--- config.mk ---
export PLATFORM = sky130hd
export DESIGN_NAME = pc_ras_unit_flat
export DESIGN_NICKNAME = d
export VERILOG_FILES = /design/src/rtl/pc_ras_unit_if.sv /design/src/rtl/pc_ras_unit.sv /design/src/flat_wrapper.sv
export SDC_FILE = /design/constraint.sdc
export NUM_CORES = 1
export LEC_CHECK = 0
export ABC_CLOCK_PERIOD_IN_PS = 4700
export BUFFER_PORTS_ARGS = -buffer_cell sky130_fd_sc_hd__buf_2
export CAP_MARGIN = 10
export CORE_MARGIN = 2
export CORE_UTILIZATION = 54
export DETAILED_ROUTE_END_ITERATION = 8
export GPL_ROUTABILITY_DRIVEN = 0
export PLACE_DENSITY = 0.8
export SYNTH_ARGS = -nofsm -noshare
export SYNTH_HDL_FRONTEND = slang
export SYNTH_SLANG_ARGS = --single-unit
export TNS_END_PERCENT = 10
--- constraint.sdc ---
create_clock -name clk -period 4.7 [get_ports clk]
set_clock_uncertainty 0.15 [all_clocks]
set_input_delay 0.94 -clock clk [delete_from_list [all_inputs] [get_ports clk]]
set_output_delay 0.94 -clock clk [all_outputs]
set_load 0.005 [all_outputs]
--- src/rtl/pc_ras_unit_if.sv ---
// pc_ras_unit_if
//   Bundles the fetch-control inputs and the PC/RAS status outputs of the
//   IF-stage program counter so the unit and its driver share one port.
//   master: pipeline side (drives stall/branch/jump/call/ret/exception,
//           observes pc_out, epc_out, redirect and RAS status).
//   slave : the pc_ras_unit itself.
interface pc_ras_unit_if #(
    parameter int unsigned ADDR_W    = 32,
    parameter int unsigned RAS_DEPTH = 4
);
    localparam int unsigned CNT_W = $clog2(RAS_DEPTH + 1);

    logic              write_enable;
    logic              pc_src;
    logic [ADDR_W-1:0] branch_address;
    logic              jump;
    logic [ADDR_W-1:0] jump_address;
    logic              call;
    logic [ADDR_W-1:0] link_address;
    logic              ret;
    logic              exception;
    logic [ADDR_W-1:0] exc_pc;

    logic [ADDR_W-1:0] pc_out;
    logic [ADDR_W-1:0] epc_out;
    logic              redirect;
    logic [CNT_W-1:0]  ras_count;
    logic              ras_empty;
    logic              ras_full;
    logic              ras_overflow;

    modport master (
        output write_enable, pc_src, branch_address, jump, jump_address,
               call, link_address, ret, exception, exc_pc,
        input  pc_out, epc_out, redirect, ras_count, ras_empty, ras_full,
               ras_overflow
    );

    modport slave (
        input  write_enable, pc_src, branch_address, jump, jump_address,
               call, link_address, ret, exception, exc_pc,
        output pc_out, epc_out, redirect, ras_count, ras_empty, ras_full,
               ras_overflow
    );
endinterface

--- src/rtl/pc_ras_unit.sv ---
// pc_ras_unit
//   IF-stage program counter with exception redirect/EPC capture, a circular
//   return-address stack for call/return prediction and a registered
//   redirect flag used to flush the pipeline.
// Ports:
//   clk   - rising-edge clock
//   reset - asynchronous, active-low reset
//   bus   - pc_ras_unit_if.slave: control inputs (write_enable, pc_src,
//           branch_address, jump, jump_address, call, link_address, ret,
//           exception, exc_pc) and outputs (pc_out, epc_out, redirect,
//           ras_count, ras_empty, ras_full, ras_overflow)
module pc_ras_unit #(
    parameter int unsigned          ADDR_W       = 32,
    parameter logic [ADDR_W-1:0]    RESET_VECTOR = '0,
    parameter logic [31:0]          EXC_VECTOR   = 32'h0000_0040,
    parameter int unsigned          STEP         = 1,
    parameter int unsigned          RAS_DEPTH    = 4
) (
    input  logic             clk,
    input  logic             reset,
    pc_ras_unit_if.slave     bus
);
    localparam int unsigned       CNT_W      = $clog2(RAS_DEPTH + 1);
    localparam int unsigned       PTR_W      = $clog2(RAS_DEPTH);
    localparam logic [ADDR_W-1:0] EXC_TARGET = ADDR_W'(EXC_VECTOR);
    localparam logic [ADDR_W-1:0] STEP_INC   = ADDR_W'(STEP);
    localparam logic [CNT_W-1:0]  CNT_MAX    = CNT_W'(RAS_DEPTH);
    localparam logic [PTR_W-1:0]  PTR_LAST   = PTR_W'(RAS_DEPTH - 1);

    logic [ADDR_W-1:0] pc;
    logic [ADDR_W-1:0] epc;
    logic              redirect_q;
    logic [ADDR_W-1:0] stack [RAS_DEPTH];
    logic [PTR_W-1:0]  ptr;
    logic [CNT_W-1:0]  count;
    logic              overflow;

    logic [PTR_W-1:0]  top_idx;
    logic [PTR_W-1:0]  ptr_inc;
    logic              ras_nonempty;

    logic [ADDR_W-1:0] pc_next;
    logic              redirect_next;
    logic              capture_epc;
    logic              do_push;
    logic              do_pop;
    logic              do_replace;

    // Circular pointer arithmetic written out explicitly so that depths
    // that are not a power of two still wrap correctly. Top of stack is ptr-1.
    assign top_idx      = (ptr == '0) ? PTR_LAST : ptr - 1'b1;
    assign ptr_inc      = (ptr == PTR_LAST) ? '0 : ptr + 1'b1;
    assign ras_nonempty = (count != '0);

    // Next-PC selection by strict priority: exception, resolved branch,
    // then ID-stage jump/call/ret (only when fetch may advance), then the
    // sequential step. Branch and exception squash the younger ID events,
    // so they never touch the RAS.
    always_comb begin
        pc_next       = pc;
        redirect_next = 1'b0;
        capture_epc   = 1'b0;
        do_push       = 1'b0;
        do_pop        = 1'b0;
        do_replace    = 1'b0;
        if (bus.exception) begin
            pc_next       = EXC_TARGET;
            redirect_next = 1'b1;
            capture_epc   = 1'b1;
        end else if (bus.pc_src) begin
            pc_next       = bus.branch_address;
            redirect_next = 1'b1;
        end else if (bus.write_enable && (bus.jump || bus.call || bus.ret)) begin
            redirect_next = 1'b1;
            if (bus.call && bus.ret) begin
                // A call that is also a return swaps the top entry; on an
                // empty stack it degenerates into a plain push.
                if (ras_nonempty) begin
                    pc_next    = stack[top_idx];
                    do_replace = 1'b1;
                end else begin
                    pc_next = bus.jump_address;
                    do_push = 1'b1;
                end
            end else if (bus.call) begin
                pc_next = bus.jump_address;
                do_push = 1'b1;
            end else if (bus.ret) begin
                if (ras_nonempty) begin
                    pc_next = stack[top_idx];
                    do_pop  = 1'b1;
                end else begin
                    pc_next = bus.jump_address;
                end
            end else begin
                pc_next = bus.jump_address;
            end
        end else if (bus.write_enable) begin
            pc_next = pc + STEP_INC;
        end
    end

    // PC, EPC, redirect flag and RAS bookkeeping. A push while full
    // overwrites the oldest entry, keeps the count saturated and latches
    // the sticky overflow flag.
    always_ff @(posedge clk or negedge reset) begin
        if (!reset) begin
            pc         <= RESET_VECTOR;
            epc        <= '0;
            redirect_q <= 1'b0;
            ptr        <= '0;
            count      <= '0;
            overflow   <= 1'b0;
        end else begin
            pc         <= pc_next;
            redirect_q <= redirect_next;
            if (capture_epc) begin
                epc <= bus.exc_pc;
            end
            if (do_push) begin
                ptr <= ptr_inc;
                if (count == CNT_MAX) begin
                    overflow <= 1'b1;
                end else begin
                    count <= count + 1'b1;
                end
            end else if (do_pop) begin
                ptr   <= top_idx;
                count <= count - 1'b1;
            end
        end
    end

    // RAS storage carries no reset; validity is tracked by count alone.
    always_ff @(posedge clk) begin
        if (do_push) begin
            stack[ptr] <= bus.link_address;
        end else if (do_replace) begin
            stack[top_idx] <= bus.link_address;
        end
    end

    assign bus.pc_out       = pc;
    assign bus.epc_out      = epc;
    assign bus.redirect     = redirect_q;
    assign bus.ras_count    = count;
    assign bus.ras_empty    = (count == '0);
    assign bus.ras_full     = (count == CNT_MAX);
    assign bus.ras_overflow = overflow;
endmodule
--- src/flat_wrapper.sv ---
// flat-port wrapper written by rule: the top's interface ports become plain ports
module pc_ras_unit_flat 
#(
    parameter int unsigned          ADDR_W       = 32,
    parameter logic [ADDR_W-1:0]    RESET_VECTOR = '0,
    parameter logic [31:0]          EXC_VECTOR   = 32'h0000_0040,
    parameter int unsigned          STEP         = 1,
    parameter int unsigned          RAS_DEPTH    = 4
)
  (clk, reset, bus_write_enable, bus_pc_src, bus_branch_address, bus_jump, bus_jump_address, bus_call, bus_link_address, bus_ret, bus_exception, bus_exc_pc, bus_pc_out, bus_epc_out, bus_redirect, bus_ras_count, bus_ras_empty, bus_ras_full, bus_ras_overflow);
  pc_ras_unit_if #(.ADDR_W(ADDR_W), .RAS_DEPTH(RAS_DEPTH)) bus_i ();
  input  logic clk;
  input  logic reset;
  input wire logic [$bits(bus_i.write_enable)-1:0] bus_write_enable;
  input wire logic [$bits(bus_i.pc_src)-1:0] bus_pc_src;
  input wire logic [$bits(bus_i.branch_address)-1:0] bus_branch_address;
  input wire logic [$bits(bus_i.jump)-1:0] bus_jump;
  input wire logic [$bits(bus_i.jump_address)-1:0] bus_jump_address;
  input wire logic [$bits(bus_i.call)-1:0] bus_call;
  input wire logic [$bits(bus_i.link_address)-1:0] bus_link_address;
  input wire logic [$bits(bus_i.ret)-1:0] bus_ret;
  input wire logic [$bits(bus_i.exception)-1:0] bus_exception;
  input wire logic [$bits(bus_i.exc_pc)-1:0] bus_exc_pc;
  output wire logic [$bits(bus_i.pc_out)-1:0] bus_pc_out;
  output wire logic [$bits(bus_i.epc_out)-1:0] bus_epc_out;
  output wire logic [$bits(bus_i.redirect)-1:0] bus_redirect;
  output wire logic [$bits(bus_i.ras_count)-1:0] bus_ras_count;
  output wire logic [$bits(bus_i.ras_empty)-1:0] bus_ras_empty;
  output wire logic [$bits(bus_i.ras_full)-1:0] bus_ras_full;
  output wire logic [$bits(bus_i.ras_overflow)-1:0] bus_ras_overflow;
  assign bus_i.write_enable = bus_write_enable;
  assign bus_i.pc_src = bus_pc_src;
  assign bus_i.branch_address = bus_branch_address;
  assign bus_i.jump = bus_jump;
  assign bus_i.jump_address = bus_jump_address;
  assign bus_i.call = bus_call;
  assign bus_i.link_address = bus_link_address;
  assign bus_i.ret = bus_ret;
  assign bus_i.exception = bus_exception;
  assign bus_i.exc_pc = bus_exc_pc;
  assign bus_pc_out = bus_i.pc_out;
  assign bus_epc_out = bus_i.epc_out;
  assign bus_redirect = bus_i.redirect;
  assign bus_ras_count = bus_i.ras_count;
  assign bus_ras_empty = bus_i.ras_empty;
  assign bus_ras_full = bus_i.ras_full;
  assign bus_ras_overflow = bus_i.ras_overflow;
  pc_ras_unit #(.ADDR_W(ADDR_W), .RESET_VECTOR(RESET_VECTOR), .EXC_VECTOR(EXC_VECTOR), .STEP(STEP), .RAS_DEPTH(RAS_DEPTH)) u_core (.clk(clk), .reset(reset), .bus(bus_i));
endmodule
==> key figures, run 1 <==
Power
  – Combinational fraction of design power: 26.4%
  – Part of the power in the clock network: between 30% and 40%
  – Net Sw Power: around 0.0014 W
  – Flop pwr share: 43.6%
  – VDD IR max: 0.2939 mV
  – Internal power: 0.003394 W
  – Switching fraction of total power: around 30%
  – Final Power: roughly 0.0048 W
  – Power per cell area: around 450 nW/um^2
  – Leakage: between 4 and 5 nW

Routing
  – Via count: around 6,500
  – WL/cell: ~22 um
  – Post-route DRC: 0
  – Routed wire length: 23,090 um
  – DRT Pass-1 Iters: 6
  – DRT antenna net count: 0
  – Initial DRC count: 756
  – DR vias/cell: 6.217

GRT
  – Global-route congestion overflow total: 0
  – Busiest grt layer: met2
  – First-pass GRT wire length: 35,820 um
  – Via count of the first global-routing pass: 6,421
  – GR Util met3: 7.126%
  – Largest net degree at the start of global routing: 49
  – Initial antenna violation count: 1
  – GR Util met1: 35.96%
  – Gr usage total: between 20% and 30%
  – Grt met2 use: 42.17%

Worst setup path
  – Delay-heaviest family, CP: compound AO/OA/AOI/OAI gates
  – Setup CP Type: flop to flop
  – Worst EP arrival: ~3.5 ns
  – Required @ worst endpoint: roughly 5 ns
  – CP Max Fanout: 26
  – CP Capture Type: flop
  – CP startpoint kind: flop
  – Worst Path Buf+Inv: 2
  – Sequence of cells on the critical path: inv_1 > ha_1 > nor2b_4 > buf_4 > mux4_2 > o221ai_1 > a31oi_1 > a221o_1
  – Worst path slowest cell: mux4_2
  – CP peak stage delay: slightly above 0.6 ns

Floorplanning
  – Initial Utilization: 54.63%
  – Core area: 16,410 um^2
  – Top-level I/O count: approximately 210
  – Die height: 132.8 um
  – Placement row count: 47
  – Die area: 17,640 um^2
  – Chip width: 132.8 um

STA
  – Period utilization: 71.20%
  – RSZ-0062 raised after global routing: false
  – Post-route minimum period: 3.346 ns
  – Fmax: 298.8 MHz
  – Slew margin rel.: 24.69%
  – Final Hold Vio Count: 0
  – Setup TNS Final: 0 ns
  – Setup-failing EPs final: 0
  – Slew Viols, Final: 0
  – Worst Tran Pin Value: 1.120 ns

Synth
  – Sequential fraction of the synthesis area: 62.71%
  – Post-synth EDFFs: about 130
  – Ys Warns: 0
  – Syn Inst Count: 614
  – Ys async rst share: 35.68%
  – Syn avg cell area: 14.60 um^2
  – Synthesized flop and latch total: 199
  – Synth Flop Type: edfxtp_1
  – Synth cell types: 60
  – Synth Cell Area: 8962 um^2
  – Post-Syn Nets: 754

Clock tree
  – TritonCTS clock tree: built
  – Clk buf depth: 2
  – CTS clk-pin slew, worst paths: around 0.07 ns
  – CTS buffer count: 17
  – CTS-repair resized insts: 0
  – Post-CTS Setup Bufs: 0
  – Clk_lat worst skew: ~0.43 ns
  – Root buf cell: clkbuf_16
  – Clock Sinks: 199
  – H-tree depth: 4
  – Cts hold-fix bufs: 0

Cells and area
  – Nets: 952
  – Fraction of layout instances using a drive strength above 1: 40.36%
  – Most frequent cells in the layout: buf_2, edfxtp_1, dfrtp_1
  – Most common cell after layout, fill and taps aside: buf_2
  – Area Overhead vs Synth: 20.75%

Placement
  – Port bufs: 206
  – HPWL Detailed: between 15,000 and 20,000 um

Run status
  – Status: complete, no violations

Job
  – Max cap viols: 0

Hold path
  – Hold crit path type: flop to flop
final timing paths:
kind	start	to	slack, ns	depth (start not counted)
worst max register to register	u_core.ptr[0]	u_core.bus.pc_out[15]	1.35	8
max in group asynchronous	reset	u_core.ptr[1]	3.00	2
worst min-delay path	u_core.bus.epc_out[15]	u_core.bus.epc_out[15]	0.35	1
worst max-delay path	u_core.ptr[0]	u_core.bus.pc_out[15]	1.35	8
worst min register to register	u_core.bus.epc_out[15]	u_core.bus.epc_out[15]	0.35	1
min in group asynchronous	reset	u_core.bus.epc_out[10]	0.40	1
sequential cells by signal, summed over array words and instances (netlist names):
signal and flops:
u_core.bus.epc_out 32, u_core.bus.ras_count 3, u_core.ptr 2, u_core.stack 128, u_core.bus.redirect 1, u_core.bus.pc_out 32, u_core.bus.ras_overflow 1
layer usage:
| metal | up-vias | routed length (um) |
|---|---|---|
| met3 | 56 | 2077 |
| met5 | - | 0 |
| met2 | 400 | 11130 |
| met4 | 0 | 714 |
| li1 | 2850 | - |
| met1 | 3197 | 9161 |
cell families after synthesis:
logic type | after synthesis | synth area share [%]
AO/OA/AOI/OAI | 156 | 12.10
XOR/XNOR | 15 | 1.466
adder cells (fa/ha/maj) | 4 | 0.6422
buffers and inverters | 52 | 2.569
flip-flops | 199 | 62.71
multiplexers | 72 | 13.22
AND/OR/NAND/NOR | 116 | 7.288
stage by stage:
step	cells	area, um^2	setup slack, ns	utilization, %	hold slack, ns
2_1_floorplan	614	8962	0.6348	-	0.3102
3_3_place_gp	1013	10230	1.425	62.34	0.3328
3_5_place_dp	1013	10230	1.292	62.34	0.3399
4_1_cts	1045	10820	1.349	65.94	0.3551
5_1_grt	1045	10820	1.138	65.94	0.3713
6_report	1046	10820	1.354	65.96	0.3522
Yosys cell counts (2+ instances only):
master    count  area [um^2]
edfxtp_1    128         3844
dfrtp_1      71         1777
mux2_2       35        394.1
a21oi_1      32        160.2
nand2_1      31        116.4
mux4_2       28        630.6
o21ai_0      20        100.1
clkbuf_1     19        71.32
a31oi_1      18        112.6
nor2_1       16        60.06
a221o_1      14        140.1
a21o_1       13        97.59
a22oi_1      12        90.09
nand4_1      12        75.07
inv_1        11        41.29
nand3_1      11        55.05
buf_2        10        50.05
nor3_1       10        50.05
xor2_1        9        78.83
buf_1         8        30.03
and4_1        7        61.31
a211oi_1      6        45.04
and3_1        6        37.54
xnor2_1       6        52.55
a31o_2        5        43.79
and2_1        5        31.28
o21a_1        5        37.54
o221ai_1      5        43.79
a22o_1        4        35.03
mux2i_1       4        40.04
mux4_1        4        105.1
o22ai_1       4        25.02
o31ai_1       4        30.03
ha_1          3        37.54
nor3b_1       3        22.52
o211ai_1      3        22.52
o31a_1        3        26.28
a221oi_1      2        17.52
a311o_1       2        20.02
buf_4         2        15.01
buf_6         2        22.52
nor4_2        2        25.02
or3_1         2        12.51
power by group through the flow:
stage	Clock [W]	Sequential, W	Combinational (W)
after floorplan	0	0.00211	0.000884
after global placement	0	0.00213	0.00125
after detailed placement	0	0.00213	0.00127
after CTS	0.00146	0.00210	0.00128
after global routing	0.00154	0.00212	0.00137
final	0.00145	0.00210	0.00127
final cells by class:
cell class                      instances  area [um^2]
Sequential cell                       199         5620
Fill cell                            1154         5585
Multi-Input combinational cell        363         3156
Timing Repair Buffer                  220         1136
Clock buffer                           18        429.2
Tap cell                              220        275.3
Clock inverter                         14        161.4
Inverter                               11        41.29
Antenna cell                            1        2.502
Power figures use the tool's default switching activity.
==> inputs of run 2 (changes only) <==
ABC_CLOCK_PERIOD_IN_PS = 3200   (was 4700)
clock period = 3.2 ns   (was 4.7 ns; I/O delays follow)
==> key figures, run 2 (synthesis results as in run 1) <==
Clock tree
  – TritonCTS clock tree: built
  – CTS buffer count: 17 (unchanged)
  – Post-CTS Setup Bufs: 0 (unchanged)
  – Cts hold-fix bufs: 0 (unchanged)
  – H-tree depth: 4 (unchanged)
  – Root buf cell: clkbuf_16
  – CTS clk-pin slew, worst paths: 0.08 ns (about the same)
  – CTS-repair resized insts: 0 (unchanged)
  – Clk buf depth: 2 (unchanged)
  – Clock Sinks: 199 (unchanged)
  – Clk_lat worst skew: 0.44 ns (about the same)

Worst setup path
  – Worst EP arrival: 3.02 ns (-0.50 ns)
  – CP peak stage delay: 0.58 ns (-0.03 ns)
  – CP Max Fanout: 22 (-15%)
  – Worst path slowest cell: mux4_1
  – Setup CP Type: flop to flop
  – Sequence of cells on the critical path: inv_1 > ha_1 > nor2b_4 > buf_12 > mux4_1 > a21oi_1 > o21ai_0 > a221o_1
  – Worst Path Buf+Inv: 2 (unchanged)
  – Required @ worst endpoint: 3.37 ns (-1.50 ns)
  – CP startpoint kind: flop
  – Delay-heaviest family, CP: compound AO/OA/AOI/OAI gates
  – CP Capture Type: flop

GRT
  – First-pass GRT wire length: 36,850 um (+2.9%)
  – Initial antenna violation count: 4 (+3)
  – Gr usage total: 27.46% (+0.72 points)
  – Largest net degree at the start of global routing: 46 (-6.1%)
  – Global-route congestion overflow total: 0 (unchanged)
  – Via count of the first global-routing pass: 6,511 (+1.4%)

Power
  – Leakage: 4.344 nW (+1.8%)
  – VDD IR max: 0.5393 mV (+83%)
  – Power per cell area: 656.5 nW/um^2 (+47%)

Cells and area
  – Area Overhead vs Synth: 22.59%
  – Largest Register: u_core.stack
  – Post-Layout Cell Count: 1,057 (+1.1%)
  – Most common cell after layout, fill and taps aside: buf_2
  – Nets: 962 (+1.1%)
  – Fraction of layout instances using a drive strength above 1: 41.20% (+0.83 points)
  – Filler cells: 1,155 (+0.087%)
  – Max reg flops: 128 (unchanged)
  – Most frequent cells in the layout: buf_2, edfxtp_1, dfrtp_1
  – Finished Cell Area: 10,990 um^2 (+1.5%)

Routing
  – Routed wire length: 23,470 um (+1.7%)
  – DRT antenna net count: 0 (unchanged)
  – WL/cell: 22.20 um (+0.61%)
  – Via count: 6,587 (+1.3%)
  – Initial DRC count: 748 (-1.1%)
  – Post-route DRC: 0 (unchanged)
  – DR vias/cell: 6.232 (+0.24%)
  – DRT Pass-1 Iters: 5 (-1)

STA
  – Period utilization: 89.05% (+18 points)
  – Slew margin rel.: 35.19% (+11 points)
  – Fin worst setup slack: 0.3504 ns (-1.003 ns)
  – Slew Viols, Final: 0 (unchanged)
  – Worst Tran Pin Value: 0.9721 ns (-0.1482 ns)
  – Post-route minimum period: 2.850 ns (-0.4967 ns)
  – Final Hold Vio Count: 0 (unchanged)
  – Fmax: 350.9 MHz (+17%)
  – Setup-failing EPs final: 0 (unchanged)
  – RSZ-0062 raised after global routing: false

Floorplanning
  – Die area: 17,640 um^2 (unchanged)
  – Die height: 132.8 um (unchanged)
  – Placement row count: 47 (unchanged)
  – Core area: 16,410 um^2 (unchanged)
  – Initial Utilization: 54.63% (unchanged)
  – Chip width: 132.8 um (unchanged)
  – Top-level I/O count: 207 (unchanged)

Hold path
  – Hold crit path type: primary input to async pin

Run status
  – Status: complete, no violations

Placement
  – Placement Cell Area: 10,390 um^2 (+1.5%)
  – HPWL Detailed: 16,580 um (about the same)
  – Port bufs: 206 (unchanged)
  – Dpl ws: 0.3856 ns (-0.9063 ns)
  – Post-Place Cells: 1,023 (+0.99%)

Job
  – Max cap viols: 0 (unchanged)
[run 2: layout make-up]
type                            instances  area (um^2)  area share, %
Antenna cell                            2        5.005        0.04555
Clock buffer                           17        425.4          3.872
Clock inverter                         15        170.2          1.549
Inverter                               11        41.29         0.3758
Multi-Input combinational cell        363         3163          28.79
Sequential cell                       199         5620          51.16
Tap cell                              220        275.3          2.505
Timing Repair Buffer                  230         1286          11.71
[run 2: worst paths after layout]
path | cells after the start | from | slack [ns] | to
worst min-delay path | 1 | reset | 0.20 | u_core.bus.epc_out[15]
worst max register to register | 8 | u_core.ptr[0] | 0.35 | u_core.bus.pc_out[25]
worst min register to register | 1 | u_core.bus.ras_overflow | 0.35 | u_core.bus.ras_overflow
worst max-delay path | 8 | u_core.ptr[0] | 0.35 | u_core.bus.pc_out[25]
min in group clk | 1 | bus_link_address[28] | 0.26 | u_core.stack[3][28]
max in group asynchronous | 2 | reset | 1.91 | u_core.bus.pc_out[23]
[run 2: power breakdown]
part           switching [W]  leakage (nW)  internal [W]
sequential          0.000180          2.03       0.00291
combinational       0.000993          2.02      0.000970
clock                0.00104         0.293       0.00112
[run 2: metrics by stage]
stage | hold slack (ns) | TNS (ns) | power (W) | util, %
2_1_floorplan | 0.1944 | -27.51 | 0.004402 | -
5_1_grt | 0.2524 | 0 | 0.007525 | 66.93
6_report | 0.1969 | 0 | 0.007213 | 66.96
3_5_place_dp | 0.3253 | 0 | 0.005091 | 63.30
4_1_cts | 0.2177 | 0 | 0.007254 | 66.93
3_3_place_gp | 0.3094 | 0 | 0.005025 | 63.30
[run 2: worst reg2reg max path: cells and delay by family (launching register included)]
family                   cells  cell delay (ns)
AO/OA/AOI/OAI                3             0.70
adder cells (fa/ha/maj)      1             0.27
buffers and inverters        2             0.36
AND/OR/NAND/NOR              1             0.20
flip-flops                   1             0.48
multiplexers                 1             0.58
[run 2: per-layer routing]
metal	track usage, %	share of wire, %	vias up
li1	-	-	2881
met1	36.72	40	3249
met2	42.83	47	390
met3	6.782	8.8	63
met4	12.84	3.6	4
met5	0	0.12	-
==> inputs of run 3 (changes only) <==
ABC_CLOCK_PERIOD_IN_PS = 2900   (was 3200)
clock period = 2.9 ns   (was 3.2 ns; I/O delays follow)
==> key figures, run 3 (synthesis results as in run 1) <==
Run status
  – Status: complete, no violations

Clock tree
  – Clock Sinks: 199 (unchanged)
  – Root buf cell: clkbuf_16
  – CTS-repair resized insts: 0 (unchanged)
  – Clk_lat worst skew: 0.43 ns (about the same)
  – H-tree depth: 4 (unchanged)
  – CTS clk-pin slew, worst paths: 0.07 ns (about the same)
  – Clk buf depth: 2 (unchanged)
  – TritonCTS clock tree: built
  – CTS buffer count: 17 (unchanged)

Worst setup path
  – Sequence of cells on the critical path: inv_1 > ha_1 > nor2b_4 > buf_4 > mux4_2 > mux2_4 > a221o_1 > a22o_1
  – Delay-heaviest family, CP: multiplexers
  – CP startpoint kind: flop
  – R2R setup slack: 0.14 ns (-0.21 ns)
  – CP Max Fanout: 6 (-73%)
  – Setup CP Type: flop to flop
  – Worst Path Buf+Inv: 2 (unchanged)
  – Required @ worst endpoint: 3.07 ns (-0.30 ns)
  – CP Capture Type: flop
  – Register-to-Register Path Depth: 8 (unchanged)
  – Worst path slowest cell: mux4_2
  – CP peak stage delay: 0.51 ns (-0.07 ns)
  – Worst EP arrival: 2.93 ns (-0.09 ns)
  – Reg2reg start: u_core.ptr[1]
  – FF-to-FF End: u_core.bus.pc_out[22]

Floorplanning
  – Chip width: 132.8 um (unchanged)
  – Core area: 16,410 um^2 (unchanged)
  – Top-level I/O count: 207 (unchanged)
  – Die height: 132.8 um (unchanged)
  – Placement row count: 47 (unchanged)
  – Die area: 17,640 um^2 (unchanged)
  – Initial Utilization: 54.63% (unchanged)

STA
  – Slew margin rel.: 55.47% (+20 points)
  – Fmax: 362.9 MHz (+3.4%)
  – WHS: 0.2130 ns (+0.01606 ns)
  – RSZ-0062 raised after global routing: false
  – Worst Tran Pin Value: 0.6629 ns (-0.3092 ns)
  – Setup TNS Final: 0 ns (unchanged)
  – Setup-failing EPs final: 0 (unchanged)
  – Slew Viols, Final: 0 (unchanged)
  – Period utilization: 95.01% (+6.0 points)
  – Post-route minimum period: 2.755 ns (-0.09424 ns)
  – Final Hold Vio Count: 0 (unchanged)

Power
  – VDD IR max: 0.4449 mV (-17%)
  – Leakage: 4.386 nW (+0.97%)
  – Power per cell area: 724.0 nW/um^2 (+10%)

GRT
  – Global-route congestion overflow total: 0 (unchanged)
  – First-pass GRT wire length: 37,710 um (+2.3%)
  – Gr usage total: 27.99% (+0.52 points)
  – Initial antenna violation count: 5 (+1)
  – Via count of the first global-routing pass: 6,671 (+2.5%)
  – Largest net degree at the start of global routing: 35 (-24%)

Cells and area
  – Nets: 973 (+1.1%)
  – Most frequent cells in the layout: buf_2, edfxtp_1, dfrtp_1
  – Area Overhead vs Synth: 23.52%
  – Filler cells: 1,117 (-3.3%)
  – Most common cell after layout, fill and taps aside: buf_2
  – Largest Register: u_core.stack
  – Fraction of layout instances using a drive strength above 1: 41.49% (+0.29 points)
  – Max reg flops: 128 (unchanged)

Routing
  – DRT antenna net count: 0 (unchanged)
  – Post-route DRC: 0 (unchanged)
  – Via count: 6,702 (+1.7%)
  – DRT Pass-1 Iters: 5 (unchanged)
  – Routed wire length: 24,690 um (+5.2%)
  – WL/cell: 23.09 um (+4.0%)
  – Initial DRC count: 886 (+18%)
  – DR vias/cell: 6.269 (+0.60%)

Hold path
  – Hold Startpoint: bus_link_address[30]
  – WHS Endpoint: u_core.stack[2][30]
  – Worst Hold Depth: 1
  – Hold crit path type: primary input to flop

Placement
  – HPWL Detailed: 17,470 um (+5.4%)
  – Port bufs: 206 (unchanged)

Job
  – Max cap viols: 0 (unchanged)
## run 3: worst max path at each step
stage | end | startpoint | cells after the start | slack, ns
after detailed placement | u_core.bus.pc_out[10] | u_core.ptr[1] | 8 | 0.17
after global routing | u_core.bus.pc_out[25] | u_core.ptr[1] | 8 | 0.07
final | u_core.bus.pc_out[22] | u_core.ptr[1] | 8 | 0.14
after floorplan | u_core.stack[2][0] | u_core.ptr[0] | 8 | -0.14
after CTS | u_core.bus.pc_out[10] | u_core.ptr[1] | 8 | 0.15
after global placement | u_core.bus.pc_out[25] | u_core.ptr[1] | 8 | 0.27
## run 3: report_power, final
part | total, W | switching (W) | internal [W]
Clock | 0.00227 | 0.00106 | 0.00121
Sequential | 0.00340 | 0.000192 | 0.00321
Combinational | 0.00234 | 0.00119 | 0.00115
Total | 0.00801 | 0.00245 | 0.00557
## run 3: area by class of cell
cell class / instances / area (um^2) / share of cell area, %
multi-input cells: 363 / 3168 / 28.62
clock inverters: 14 / 140.1 / 1.266
clock buffers: 18 / 429.2 / 3.877
inverters: 11 / 41.29 / 0.3730
flip-flops and latches: 199 / 5620 / 50.77
diodes: 3 / 7.507 / 0.06781
well taps: 220 / 275.3 / 2.486
repair buffers: 241 / 1389 / 12.55
## run 3: what timing repair did
| action | 4_1_cts | 5_1_grt |
|---|---|---|
| endpoints found under the hold margin | 21 | 0 |
| setup endpoints to repair | 0 | 1 |
| hold buffers | 1 | 0 |
| setup buffers | 0 | 1 |
## run 3: metal layers
metal | GRT usage [%] | share of wire, % | vias up
met5 | 0 | 0.085 | -
met4 | 10.93 | 3.2 | 4
met3 | 6.398 | 9.8 | 63
met2 | 44.62 | 48 | 436
met1 | 37.84 | 39 | 3311
li1 | - | - | 2888
## run 3: per-stage QoR
stage / cell area (um^2) / util, % / power [W] / setup WS (ns) / instances
floorplan: 8987 / - / 0.004866 / -0.1396 / 614
global placement: 10450 / 63.70 / 0.005615 / 0.2705 / 1031
detailed placement: 10450 / 63.70 / 0.005693 / 0.1682 / 1031
CTS: 11030 / 67.23 / 0.007954 / 0.1465 / 1064
global route: 11060 / 67.43 / 0.008311 / 0.07279 / 1066
finish: 11070 / 67.48 / 0.008015 / 0.1447 / 1069
